$ cat src/rtl/kbd_pkg.sv
// -----------------------------------------------------------------------------
// kbd_pkg
//   Shared definitions for the PS/2 set-2 key decoder:
//     - kbd_state_e : prefix-tracking FSM states
//     - SC_*        : scancode byte constants
//     - is_prefix() : true for the E0 / F0 prefix bytes
// -----------------------------------------------------------------------------
package kbd_pkg;

  // Prefix-tracking states. The FSM remembers which prefix bytes were seen
  // since the last complete scancode.
  typedef enum logic [1:0] {
    ST_IDLE    = 2'd0,  // no prefix pending
    ST_EXT     = 2'd1,  // E0 seen
    ST_BRK     = 2'd2,  // F0 seen
    ST_EXT_BRK = 2'd3   // E0 F0 seen
  } kbd_state_e;

  localparam logic [7:0] SC_EXT   = 8'hE0;  // extended-key prefix
  localparam logic [7:0] SC_BRK   = 8'hF0;  // break (release) prefix
  localparam logic [7:0] SC_SPACE = 8'h29;  // space bar
  localparam logic [7:0] SC_LEFT  = 8'h6B;  // left arrow (extended)
  localparam logic [7:0] SC_RIGHT = 8'h74;  // right arrow (extended)

  function automatic logic is_prefix(input logic [7:0] b);
    return (b == SC_EXT) || (b == SC_BRK);
  endfunction

endpackage

$ cat src/rtl/kbd_key_decoder.sv
// -----------------------------------------------------------------------------
// kbd_key_decoder
//   Decodes a stream of PS/2 set-2 scancode bytes into held-key levels for
//   space, left arrow and right arrow, plus a rising-edge strobe for space and
//   a strobe for illegal prefix sequences (E0/F0 after a pending F0).
//
//   Optional feature (macro KBD_WATCHDOG_EN): a 32-bit idle counter that
//   returns the FSM to IDLE and releases all keys when no byte arrives for
//   TIMEOUT_CYCLES cycles. Without the macro keys stay held until a break.
//
// Parameters
//   TIMEOUT_CYCLES  idle cycles before the watchdog clears (watchdog only)
//
// Ports
//   clk              in   system clock, posedge
//   rst              in   synchronous active-high reset
//   rx_data[7:0]     in   scancode byte
//   rx_valid         in   one-cycle strobe qualifying rx_data
//   key_space        out  level, space held
//   key_left         out  level, left arrow held
//   key_right        out  level, right arrow held
//   key_space_pulse  out  one-cycle strobe when key_space rises
//   proto_err        out  one-cycle strobe on an illegal prefix sequence
//
// Handshake: rx_valid/rx_data is a push-only stream with no back-pressure;
//   every cycle with rx_valid=1 (outside reset) delivers exactly one byte,
//   including on consecutive cycles. All outputs are registered and reflect a
//   byte one clock after the edge that sampled it.
//
// Debug: the FSM state is held in state_q (type kbd_state_e).
// -----------------------------------------------------------------------------
module kbd_key_decoder
  import kbd_pkg::*;
#(
  parameter int unsigned TIMEOUT_CYCLES = 65_000_000
) (
  input  logic       clk,
  input  logic       rst,
  input  logic [7:0] rx_data,
  input  logic       rx_valid,
  output logic       key_space,
  output logic       key_left,
  output logic       key_right,
  output logic       key_space_pulse,
  output logic       proto_err
);

  kbd_state_e state_q;
  kbd_state_e state_d;

  // Per-byte key actions decoded from the current state and byte.
  logic set_space, clr_space;
  logic set_left,  clr_left;
  logic set_right, clr_right;
  logic err_d;

  // ---------------------------------------------------------------------------
  // Idle watchdog
  // ---------------------------------------------------------------------------
  logic wd_fire;

`ifdef KBD_WATCHDOG_EN
  localparam logic [31:0] WD_LAST = 32'(TIMEOUT_CYCLES - 1);

  logic [31:0] wd_cnt_q;

  // A byte arriving in the timeout cycle takes priority: it is decoded and
  // the counter restarts, so the timeout never fires on a valid cycle.
  assign wd_fire = !rx_valid && (wd_cnt_q == WD_LAST);

  always_ff @(posedge clk) begin
    if (rst || rx_valid || wd_fire) begin
      wd_cnt_q <= '0;
    end else begin
      wd_cnt_q <= wd_cnt_q + 32'd1;
    end
  end
`else
  assign wd_fire = 1'b0;
`endif

  // ---------------------------------------------------------------------------
  // State register
  // ---------------------------------------------------------------------------
  always_ff @(posedge clk) begin
    if (rst || wd_fire) begin
      state_q <= ST_IDLE;
    end else begin
      state_q <= state_d;
    end
  end

  // ---------------------------------------------------------------------------
  // Next-state and per-byte action decode
  // ---------------------------------------------------------------------------
  always_comb begin
    state_d   = state_q;
    set_space = 1'b0;
    clr_space = 1'b0;
    set_left  = 1'b0;
    clr_left  = 1'b0;
    set_right = 1'b0;
    clr_right = 1'b0;
    err_d     = 1'b0;

    if (rx_valid) begin
      unique case (state_q)
        ST_IDLE: begin
          if (rx_data == SC_EXT) begin
            state_d = ST_EXT;
          end else if (rx_data == SC_BRK) begin
            state_d = ST_BRK;
          end else begin
            // ACK (FA), BAT (AA) and unknown bytes fall through unused.
            set_space = (rx_data == SC_SPACE);
          end
        end

        ST_EXT: begin
          if (rx_data == SC_BRK) begin
            state_d = ST_EXT_BRK;
          end else if (rx_data == SC_EXT) begin
            // A repeated E0 keeps the extended prefix pending.
            state_d = ST_EXT;
          end else begin
            state_d   = ST_IDLE;
            set_left  = (rx_data == SC_LEFT);
            set_right = (rx_data == SC_RIGHT);
          end
        end

        ST_BRK: begin
          state_d = ST_IDLE;
          if (is_prefix(rx_data)) begin
            err_d = 1'b1;
          end else begin
            clr_space = (rx_data == SC_SPACE);
          end
        end

        ST_EXT_BRK: begin
          state_d = ST_IDLE;
          if (is_prefix(rx_data)) begin
            err_d = 1'b1;
          end else begin
            clr_left  = (rx_data == SC_LEFT);
            clr_right = (rx_data == SC_RIGHT);
          end
        end

        default: begin
          state_d = ST_IDLE;
        end
      endcase
    end
  end

  // ---------------------------------------------------------------------------
  // Registered outputs
  // ---------------------------------------------------------------------------
  always_ff @(posedge clk) begin
    if (rst || wd_fire) begin
      key_space       <= 1'b0;
      key_left        <= 1'b0;
      key_right       <= 1'b0;
      key_space_pulse <= 1'b0;
      proto_err       <= 1'b0;
    end else begin
      // At most one action per byte, so set/clear never collide.
      if (set_space) key_space <= 1'b1;
      else if (clr_space) key_space <= 1'b0;

      if (set_left) key_left <= 1'b1;
      else if (clr_left) key_left <= 1'b0;

      if (set_right) key_right <= 1'b1;
      else if (clr_right) key_right <= 1'b0;

      // Typematic repeats arrive while key_space is already high: no strobe.
      key_space_pulse <= set_space && !key_space;
      proto_err       <= err_d;
    end
  end

endmodule

$ cat config.mk
export PLATFORM = sky130hd
export DESIGN_NAME = kbd_key_decoder
export DESIGN_NICKNAME = d
export VERILOG_FILES = /design/src/rtl/kbd_pkg.sv /design/src/rtl/kbd_key_decoder.sv
export SDC_FILE = /design/constraint.sdc
export NUM_CORES = 1
export LEC_CHECK = 0
export BUFFER_PORTS_ARGS = -buffer_cell sky130_fd_sc_hd__buf_2
export CORE_AREA = 2 2 39 41
export CTS_CLUSTER_DIAMETER = 50
export DETAILED_ROUTE_END_ITERATION = 7
export DIE_AREA = 0 0 41 43
export SLEW_MARGIN = 20
export SYNTH_ARGS = -nofsm -noshare
export SYNTH_HDL_FRONTEND = slang
export SYNTH_SLANG_ARGS = --single-unit
$ cat constraint.sdc
create_clock -name clk -period 3 [get_ports clk]
set_clock_uncertainty 0.1 [all_clocks]
set_input_delay 0.45 -clock clk [delete_from_list [all_inputs] [get_ports clk]]
set_output_delay 0.45 -clock clk [all_outputs]
set_load 0.01 [all_outputs]
# After elaboration in Yosys (flattened, before gate mapping)
# Cells that the tools add are included.
op_classes:
  mux: 33
  reduce_logical: 10
  n_bitwise: 2
  n_eq_ne: 9
ops:
  columns: ["operator", "count"]
  rows:
  - ["$mux 1", 29]
  - ["$eq 8x7->1 const B", 2]
  - ["$eq 8x8->1 const B", 2]
  - ["$eq 8x6->1 const B", 1]
  - ["$mux 2", 3]
  - ["$pmux 2 s3", 1]
  - ["$reduce_bool 2->1", 3]
  - ["$eq 2x2->1 const B", 2]
  - ["$ne 3x3->1 const B", 1]
  - ["$reduce_or 3->1", 1]
  - ["$eq 2x1->1 const B", 1]
  - ["$logic_not 2->1", 1]
  - ["$not 1->1", 2]
  - ["$reduce_and 2->1", 1]
  - ["$reduce_or 2->1", 1]
  - ["$logic_and 1x1->1", 1]
  - ["$logic_not 1->1", 1]
  - ["$logic_or 1x1->1", 1]
totals:
  out_inout_bits: 5
  word_cells: 60
  ff_bits: 7

# Logic depth before layout (Yosys ltp)
logic_depth:
  depth_word: 7
  ltp_mapped: 3
  mapped_depth_nobuf: 3

# Worst setup path before layout
# OpenSTA, ideal clock, no wires.
synth_timing:
  kind: "in2reg"
  startpoint: "in rx_data[4]"
  endpoint: "reg key_space"
  arrival_ps: 1091
  stages: 3
  setup_ps: 72
  path_buffers: 0
  slack_ps: 1737
  cell_sequence: "and4bb_2 and4b_1 mux2i_1"
synth_between:
  elab_chain_cells: 6
  elab_cells_between_ends: 13
synth_lines:
  columns: ["element", "line", "text"]
  rows:
  - ["from (decl)", "kbd_key_decoder.sv:39", "input logic [7:0] rx_data,"]
  - ["$eq 8x6->1, or another cell as far along", "kbd_key_decoder.sv:115, kbd_key_decoder.sv:137", null]
  - ["$mux 1 or $logic_or 1x1->1 (tied branches)", "kbd_key_decoder.sv:111, kbd_pkg.sv:26", null]
  - ["$mux 1 (on tied branches)", "kbd_key_decoder.sv:109, kbd_key_decoder.sv:134", null]
  - ["$mux 1", "kbd_key_decoder.sv:107", "unique case (state_q)"]
  - ["$mux 1", "kbd_key_decoder.sv:106", "if (rx_valid) begin"]
  - ["$mux 1 or $reduce_bool 2->1 (tied branches)", null, null]
  - ["to (signal assigned)", "kbd_key_decoder.sv:163", "key_space <= 1'b0;"]
  - ["to (signal assigned)", "kbd_key_decoder.sv:170", "if (set_space) key_space <= 1'b1;"]
  - ["to (signal assigned)", "kbd_key_decoder.sv:171", "else if (clr_space) key_space <= 1'b0;"]
  - ["to (decl)", "kbd_key_decoder.sv:41", "output logic key_space,"]
# Parallel ways exist; a longest one is shown, timed or not.
# A chain may end at the register's enable or synchronous reset.

# Final worst setup path
layout_timing:
  startpoint: "reg key_space"
  endpoint: "out key_space"
# No word-level cell between the ends.

==> impl_metrics.env <==
export IMPL_outcome="complete, no violations"
export IMPL_drt_pass1_iterations=4
export IMPL_grt_max_degree=9
export IMPL_hold_path_class="in -> reg"
export IMPL_synth_area_leader_cell="dfxtp_1"
export IMPL_vias=348
export IMPL_synth_edf_count=0
export IMPL_wl_per_cell_um=11.10
export IMPL_synth_top_area_frac=0.3944
export IMPL_ys_seq_area_frac=0.3944
export IMPL_ir_drop_uv=156.5
export IMPL_nets=67
export IMPL_fmaxAchievable_mhz=766.2
export IMPL_path_class="reg -> out"
export IMPL_clkTransAtPathRegs_ns=0.05
export IMPL_final_common_cell="buf_2"
export IMPL_num_fill_cells=152
export IMPL_crit_chain="buf_2"
export IMPL_final_cell_mix="buf_2 (15), dfxtp_1 (7), nand2b_1 (4)"
export IMPL_clk_path_buf_depth=2
export IMPL_htree_levels=1
export IMPL_final_area_um2=476.7
export IMPL_drt_iter0_drc=7
export IMPL_routed_wl_um=788
export IMPL_drv_cap=0
export IMPL_grtUsageTotal=0.1137
export IMPL_antenna_cells=0
export IMPL_ioPinCount=16
export IMPL_critPathArrivalTime_ns=0.76
export IMPL_fin_crit_ns=1.305
export IMPL_die_w_um=41
export IMPL_num_rows=14
export IMPL_grt_pass1_vias=331
export IMPL_insertion_delay_ns=0.25
export IMPL_drc=0
export IMPL_async_flop_share=0
export IMPL_core_mm2=0.001384
export IMPL_timing_final_max_slew_violations=0
export IMPL_cts_sinks=7
export IMPL_cp_top_family="flip-flops"
export IMPL_vias_per_cell=4.901
export IMPL_hold_viol=0
export IMPL_netlist_instances=36
export IMPL_ys_ff_latch=7
export IMPL_yosysUniqueCellTypes=20
export IMPL_critPathRequiredTime_ns=2.45
export IMPL_synth_top_flop_cell="dfxtp_1"
export IMPL_slew_headroom=0.7265
export IMPL_drt_antenna_violating_nets=0
export IMPL_place_area_um2=450.4
export IMPL_numPortBuffers=15
export IMPL_rsz0062_at_grt="false"
export IMPL_avgSynthCellArea_um2=9.871
export IMPL_postCtsSetupBuffers=0
export IMPL_start_util=0.2568
export IMPL_synth_area_leaders="dfxtp_1 (39%), and4b_1 (8.5%), mux2i_1 (8.5%)"
export IMPL_ctsResizeCount=0
export IMPL_dp_hpwl_um=643.8
export IMPL_setup_tns_ns=0
export IMPL_crit_path_max_fanout=3
export IMPL_synth_warnings=0
export IMPL_p_leak_nw=0.2196
export IMPL_overflow=0
export IMPL_grt_pass1_wl_um=1338
export IMPL_grt_antenna_before_repair=0
export IMPL_power_density_mw_per_mm2=412.2
export IMPL_cts_buffers=3
export IMPL_place_congestion=0.7696
export IMPL_end_kind="output pin"
export IMPL_drive_gt1_frac=0.4000
export IMPL_syn_to_final_growth_pct=34.15
export IMPL_start_kind="flip-flop"
export IMPL_timing_final_crit_share=0.4350
export IMPL_hold_buffers=0
export IMPL_cpPeakStageDelay_ns=0.36
export IMPL_setup_viol=0
export IMPL_dieArea_mm2=0.001763
export IMPL_cts_tree="done"
export IMPL_die_h_um=43
export IMPL_slowest_stage="dfxtp_1"
export IMPL_path_buf_inv=1
export IMPL_cts_root_buf="clkbuf_4"
export IMPL_tightest_slew_ns=0.4072
export IMPL_synth_fp_nets=47
export IMPL_netlist_area_um2=355.3
[synthesized netlist by cell type, types with 2 or more instances]
| cell type | n |
|---|---|
| dfxtp_1 | 7 |
| nand2b_1 | 4 |
| and4b_1 | 3 |
| mux2i_1 | 3 |
| a21oi_1 | 2 |
| nand3_1 | 2 |
| nand4_1 | 2 |
[cells by family (layout without fill, tap and decap cells)]
family                 after synthesis  count (layout)  synth area share
buffers and inverters                1              20           0.01055
AO/OA/AOI/OAI                        3               3           0.04930
flip-flops                           7               7            0.3944
AND/OR/NAND/NOR                     22              22            0.4612
multiplexers                         3               3           0.08451
[final cells by class]
| cell class | count | area [um^2] | area share |
|---|---|---|---|
| multi-input cells | 28 | 211.5 | 0.4436 |
| flip-flops and latches | 7 | 140.1 | 0.2940 |
| repair buffers | 15 | 75.07 | 0.1575 |
| clock buffers | 4 | 26.28 | 0.05512 |
| well taps | 16 | 20.02 | 0.04199 |
| inverters | 1 | 3.754 | 0.007874 |
[final timing paths]
kind	from	endpoint	slack, ns	cells after the start
setup / recovery	key_space	key_space	1.69	1
hold / removal	rst	state_q[1]	0.36	2
setup reg to reg	state_q[0]	key_space	1.76	3
hold reg to reg	key_space	key_space_pulse	0.37	1
[sequential cells by signal (all words and copies together), names as in the netlist]
| register | count |
|---|---|
| state_q | 2 |
| key_space | 1 |
| key_left | 1 |
| proto_err | 1 |
| key_space_pulse | 1 |
| key_right | 1 |
[metal layers]
| layer | up-vias | global-route usage | part of all wire |
|---|---|---|---|
| met2 | 13 | 0.1469 | 0.47 |
| met5 | - | 0 | 0 |
| li1 | 175 | - | - |
| met4 | 0 | 0.06000 | 0.022 |
| met3 | 2 | 0.06283 | 0.088 |
| met1 | 158 | 0.1456 | 0.42 |
[worst register-to-register path: stages, from the launching register on]
cell	delay, ns
dfxtp_1	0.34
nor4b_2	0.29
and4b_1	0.26
mux2i_1	0.19
[through the flow]
| step | setup slack (ns) | instances | util | total power [mW] | hold WS (ns) |
|---|---|---|---|---|---|
| 5_1_grt | 1.644 | 71 | 0.3445 | 0.2123 | 0.3543 |
| 6_report | 1.695 | 71 | 0.3445 | 0.1965 | 0.3575 |
| 2_1_floorplan | 1.737 | 36 | - | 0.1032 | 0.3803 |
| 3_5_place_dp | 1.527 | 67 | 0.3255 | 0.1147 | 0.3615 |
| 4_1_cts | 1.678 | 71 | 0.3445 | 0.2008 | 0.3481 |
| 3_3_place_gp | 1.544 | 67 | 0.3255 | 0.1146 | 0.3536 |
[where the power goes]
part           leakage (nW)  switching, mW  total [mW]  internal (mW)
Clock                0.0150         0.0330      0.0837         0.0506
Sequential           0.0565       0.000661      0.0943         0.0937
Combinational         0.148        0.00889      0.0185        0.00957
Note: power is estimated with default switching activity, not from simulation.
